--- src/rtl/lcd_page_buffer.sv ---
// Reads one page-half of a row-major picture from ROM, transposes it into
// LCD column bytes, then hands the bytes out one per lcd_e falling edge.
module lcd_page_buffer #(
  parameter int PIC_BITS = 3
) (
  input  logic                  clk,
  input  logic                  rst,
  input  logic                  data_request,
  input  logic [PIC_BITS+3:0]   addr,
  input  logic                  en,
  output logic                  data_ack,
  output logic [7:0]            data,
  output logic [PIC_BITS+9:0]   rom_addr,
  input  logic [7:0]            rom_data
);

  // state | meaning
  // IDLE  | waiting for a data_request rise
  // FILL  | reading 64 ROM bytes and transposing into the column buffer
  // READY | buffer valid, one column byte per en falling edge
  typedef enum logic [1:0] {IDLE, FILL, READY} state_t;

  state_t              state, state_nxt;
  logic                req_d, en_d;
  logic [PIC_BITS+3:0] addr_q;
  logic [5:0]          rd_idx, wr_idx, out_idx;
  logic                rd_done, wr_en, fill_done, consumed;
  logic [7:0]          pix_buf [64];
  logic                req_rise, en_fall;

  assign req_rise = data_request & ~req_d;
  assign en_fall  = en_d & ~en;

  always_ff @(posedge clk or posedge rst) begin
    if (rst) state <= IDLE;
    else     state <= state_nxt;
  end

  always_comb begin
    state_nxt = state;
    data_ack  = 1'b0;
    case (state)
      IDLE:    if (req_rise) state_nxt = FILL;
      FILL:    if (fill_done) state_nxt = READY;
      READY: begin
        data_ack = 1'b1;
        if (consumed) state_nxt = IDLE;
      end
      default: state_nxt = IDLE;
    endcase
  end

  always_ff @(posedge clk or posedge rst) begin
    if (rst) begin
      req_d     <= 1'b0;
      en_d      <= 1'b0;
      addr_q    <= '0;
      rd_idx    <= '0;
      wr_idx    <= '0;
      out_idx   <= '0;
      rd_done   <= 1'b0;
      wr_en     <= 1'b0;
      fill_done <= 1'b0;
      consumed  <= 1'b0;
      rom_addr  <= '0;
      data      <= 8'h00;
    end else begin
      req_d <= data_request;
      en_d  <= en;
      case (state)
        IDLE: begin
          if (req_rise) begin
            addr_q    <= addr;
            rd_idx    <= '0;
            rd_done   <= 1'b0;
            wr_en     <= 1'b0;
            fill_done <= 1'b0;
            consumed  <= 1'b0;
          end
        end
        FILL: begin
          // {pic, page, row-in-page, half, byte} is pic*1024 + row*16 + half*8 + byte
          if (!rd_done) begin
            rom_addr <= {addr_q[PIC_BITS+3:4], addr_q[2:0], rd_idx[5:3],
                         addr_q[3], rd_idx[2:0]};
            rd_idx   <= rd_idx + 6'd1;
            rd_done  <= (rd_idx == 6'd63);
          end
          wr_en  <= ~rd_done;
          wr_idx <= rd_idx;
          if (wr_en && wr_idx == 6'd63) fill_done <= 1'b1;
          if (fill_done) begin
            out_idx  <= '0;
            data     <= pix_buf[0];
            consumed <= 1'b0;
          end
        end
        READY: begin
          if (en_fall) begin
            out_idx <= out_idx + 6'd1;
            if (out_idx == 6'd63) consumed <= 1'b1;
          end
          // after the last byte is taken, data keeps showing buf[63]
          if (!consumed) data <= pix_buf[out_idx];
        end
        default: ;
      endcase
    end
  end

  // ROM byte b of row r: leftmost pixel (bit 7) lands in column 8b, bit r of that column
  always_ff @(posedge clk) begin
    if (state == FILL && wr_en) begin
      for (int j = 0; j < 8; j++)
        pix_buf[{wr_idx[2:0], 3'(7 - j)}][wr_idx[5:3]] <= rom_data[j];
    end
  end

endmodule

--- config.mk ---
export PLATFORM = sky130hd
export DESIGN_NAME = lcd_page_buffer
export DESIGN_NICKNAME = d
export VERILOG_FILES = /design/src/rtl/lcd_page_buffer.sv
export SDC_FILE = /design/constraint.sdc
export NUM_CORES = 1
export LEC_CHECK = 0
export CAP_MARGIN = 10
export CORE_UTILIZATION = 25
export CTS_BUF_LIST = sky130_fd_sc_hd__clkbuf_4 sky130_fd_sc_hd__clkbuf_8
export CTS_CLUSTER_DIAMETER = 120
export DETAILED_ROUTE_END_ITERATION = 8
export GPL_TIMING_DRIVEN = 1
export PLACE_DENSITY_LB_ADDON = 0.05
export SLEW_MARGIN = 10
export SYNTH_ARGS = -nofsm -noshare
export SYNTH_HDL_FRONTEND = slang
export SYNTH_SLANG_ARGS = --single-unit
--- constraint.sdc ---
create_clock -name clk -period 2.7 [get_ports clk]
set_input_delay 0.27 -clock clk [delete_from_list [all_inputs] [get_ports clk]]
set_output_delay 0.27 -clock clk [all_outputs]
set_load 0.05 [all_outputs]
==> run summary <==
During placement, the flow inserted port buffers numbering 40. The worst hold slack across all endpoints is 0.06067 ns, and the proportion of register bits with asynchronous set or reset after synthesis is 9.541%. The cell at the root of the clock tree was sky130_fd_sc_hd__clkbuf_8. The proportion of layout cells with a drive suffix above 1 was 34.31%.

The post-detailed-placement half-perimeter wirelength is 39780 microns, and the headroom to the max-slew limit is 43.53%. STA classifies the critical path startpoint as a flop. The tools report the die outline area as 0.08970 sq mm. The flow ran to the end, and the final reports show no timing, DRC or antenna violations.

In the final routed layout, each cell accounts on average for 25.78 microns. The core occupancy in the finished layout is 31.05%. In this run, distinct cell masters in the synthesized netlist total 44. The average cell area after synthesis was 20.30 sq um. Global routing used 15.02% of the available tracks.

Detailed routing inserted a total of 11370 vias. The logs give 1337 for the count of nets after finishing and 0 for the number of hold violations in the final report. In the detailed route, the total length drawn on met3 is 2798 microns. By area the synthesized netlist is led by sky130_fd_sc_hd__edfxtp_1 (69%), sky130_fd_sc_hd__mux4_2 (13%), sky130_fd_sc_hd__dfrtp_1 (6.1%), sky130_fd_sc_hd__mux2i_1 (1.7%), sky130_fd_sc_hd__nor2_1 (1.5%). Sequential elements use 75.59% of the synthesized area.

The number of flops mapped to enable cells by yosys is 512, and the total number of yosys warnings is 0. The I/O pin count was 41. The first-pass iteration count of the detailed router is 5. The global-route wire length before repair was 94810 microns; the sum of routed wire segments on met1 was 29470 microns. The register bit count reported by yosys is 566.

Synthesized instance count: 1090. Clock latency on the worst-skew pair, taken at its later pin, is 0.71 ns. Entering global routing, the biggest net connects 44 pins.

The tool flagged a number of max-cap violations equal to 0. Along the worst path, the maximum fanout reaches 31. Global routing finished with a remaining overflow of 0. Counting every net in the synthesized netlist gives 1111.

For the post-cts resize count, the log shows 0. The worst setup path is captured at a flop. At the pin with the least slew margin, the transition time is 0.8439 ns.

Row generation in the floorplan step produced 108 rows. The number of filler instances in the final layout was 8490. Uppermost layer routed: met4.

For the initial core utilization, the log shows 25.39%. The die outline height is 299.5 microns, and the deepest clock path buffer count is 3. VDD sags by at most 0.5501 mV. Wire segments on met2 add up to 32170 microns in the final route. The tools report the cell area after synthesis as 0.02213 sq mm.

Leaving out fill and tap cells, the most frequent cell in the layout is sky130_fd_sc_hd__edfxtp_1. The number of antenna violations at the first check in global routing was 4; the power per cell area was 932.6 mW/mm^2. In the layout the commonest cells are sky130_fd_sc_hd__edfxtp_1 (512), sky130_fd_sc_hd__mux4_2 (128), sky130_fd_sc_hd__buf_4 (123).

The leakage power is 8.695 nW, and the placeable core region is 0.08716 sq mm. The tools report the number of setup violations in the final report as 0. The count of nets left with antenna violations once routing finished came out at 0.

TritonCTS built the clock tree. After detailed routing, the total wire length is 65910 microns. The tools report the max-slew violation count as 0.

Data arrives at the worst endpoint at 3.12 ns. After detailed routing, the number of vias per cell comes to 4.446. The area growth from synthesis to layout came out at 22.31%. The cell accounting for the most synthesized area is sky130_fd_sc_hd__edfxtp_1.

The most used flip-flop cell after synthesis is sky130_fd_sc_hd__edfxtp_1. At the worst endpoint, the required time is 3.27 ns. Setup repair after global routing left no endpoint under its margin.

The post-route fraction of the period consumed by the critical path was 94.48%. Measured along the x axis, the die boundary spans 299.5 microns. The final critical path time including I/O delays and setup works out to 2.551 ns. For the maximum level of the CTS H-tree, the log shows 3.

The maximum operating frequency was 392.0 MHz. The number of sinks on the clock net is 566. Critical path class: reg -> reg.

Summed over all failing endpoints, the final setup total negative slack is 0 ns. The proportion of netlist area held by the largest area contributor came out at 69.49%. The congestion estimate from routability-driven global placement came to 0.7343. After clock tree synthesis, the clock-pin slew on the worst setup and hold paths is 0.06 ns. In this run the worst hold path is classified as in -> reg.

The number of global-route vias before repair is 12620, and the remaining design rule violation count is 0. On the final layout, the worst clock skew is 0.05226 ns. The detailed router finished its first iteration with 717 violations. The number of clock buffers added by TritonCTS is 105.
## registers in the layout, summed over array words and instances, names as in the netlist
name and count:
data 8, rd_done 1, en_d 1, wr_en 1
state 2, fill_done 1, pix_buf 512, out_idx 6
wr_idx 6, addr_q 7, req_d 1, consumed 1
rd_idx 6, rom_addr 13
## per-stage QoR
| stage | power, mW | cells | worst slack (ns) | area [sq um] |
|---|---|---|---|---|
| 4_1_cts | 25.82 | 2554 | 0.05515 | 27050 |
| 3_3_place_gp | 17.11 | 2360 | 0.08433 | 24860 |
| 5_1_grt | 26.50 | 2555 | 0.03648 | 27060 |
| 6_report | 25.24 | 2557 | 0.1490 | 27060 |
| 2_1_floorplan | 14.57 | 1090 | 0.6813 | 22130 |
| 3_5_place_dp | 17.08 | 2360 | 0.03501 | 24860 |
## worst paths after layout
check	startpoint	end	slack, ns	cells past startpoint
worst max-delay path	out_idx[1]	data[4]	0.15	5
worst max register to register	out_idx[1]	data[4]	0.15	5
max in group asynchronous	rst	out_idx[0]	1.57	4
worst min register to register	addr_q[1]	addr_q[1]	0.50	1
worst min-delay path	rom_data[1]	pix_buf[22][5]	0.06	1
min in group asynchronous	rst	rom_addr[2]	0.49	3
## cell usage after synthesis (4+ instances only)
cell,instances
sky130_fd_sc_hd__nand2b_1,4
sky130_fd_sc_hd__buf_1,5
sky130_fd_sc_hd__edfxtp_1,512
sky130_fd_sc_hd__o22ai_1,16
sky130_fd_sc_hd__o211ai_1,5
sky130_fd_sc_hd__o21ai_0,8
sky130_fd_sc_hd__nor2b_1,9
sky130_fd_sc_hd__buf_4,8
sky130_fd_sc_hd__mux2i_1,38
sky130_fd_sc_hd__nand3_1,13
sky130_fd_sc_hd__clkbuf_1,18
sky130_fd_sc_hd__nand2_1,28
sky130_fd_sc_hd__buf_2,16
sky130_fd_sc_hd__nand4_1,5
sky130_fd_sc_hd__a21oi_1,23
sky130_fd_sc_hd__nand3b_1,7
sky130_fd_sc_hd__buf_6,11
sky130_fd_sc_hd__nor3_1,7
sky130_fd_sc_hd__xor2_1,5
sky130_fd_sc_hd__mux2_2,28
sky130_fd_sc_hd__o32ai_1,8
sky130_fd_sc_hd__mux4_2,128
sky130_fd_sc_hd__dfrtp_1,54
sky130_fd_sc_hd__a211oi_1,7
sky130_fd_sc_hd__inv_1,4
sky130_fd_sc_hd__nor2_1,91
## critical path: stages (launching register included)
cell and delay [ns]:
sky130_fd_sc_hd__dfrtp_4 0.87, sky130_fd_sc_hd__mux4_2 0.58, sky130_fd_sc_hd__mux2i_1 0.14, sky130_fd_sc_hd__o211ai_1 0.09
sky130_fd_sc_hd__nor3_1 0.57, sky130_fd_sc_hd__a21oi_1 0.13
## kinds of logic (layout without fill, tap and decap cells)
family / after synthesis / count (layout) / synth area share, %
mux: 194 / 194 / 16.17
fa+ha+maj: 2 / 2 / 0.1131
compound gates: 80 / 80 / 2.341
flops: 566 / 566 / 75.59
simple gates: 178 / 178 / 3.783
xor+xnor: 7 / 7 / 0.2771
buf+inv: 63 / 372 / 1.719
other cells: 0 / 3 / 0
## metal layers
layer	global-route usage [%]	vias to the layer above
li1	-	4937
met1	19.84	6081
met2	24.86	256
met3	2.776	94
met4	4.956	0
met5	0	-
## repair_timing
item | in CTS | in global routing
hold endpoints to repair | 44 | 0
buffers inserted | 0 | 0
hold buffers | 4 | 0
## report_power, final
| part | total (mW) | leakage (nW) | switching, mW | internal (mW) |
|---|---|---|---|---|
| registers | 10.8 | 5.26 | 0.546 | 10.2 |
| clock network | 8.53 | 1.15 | 3.67 | 4.86 |
| logic | 5.93 | 2.28 | 3.34 | 2.59 |
## layout make-up
class | instances | area (sq um) | area share, %
antenna | 3 | 7.507 | 0.02774
clock buffer | 147 | 1798 | 6.644
clock inverter | 43 | 357.8 | 1.322
inverter | 4 | 15.01 | 0.05548
multi-input combinational | 461 | 5027 | 18.58
sequential | 566 | 16740 | 61.85
tap | 1155 | 1445 | 5.340
timing repair buffer | 178 | 1674 | 6.186
Note: power is estimated with default switching activity, not from simulation.
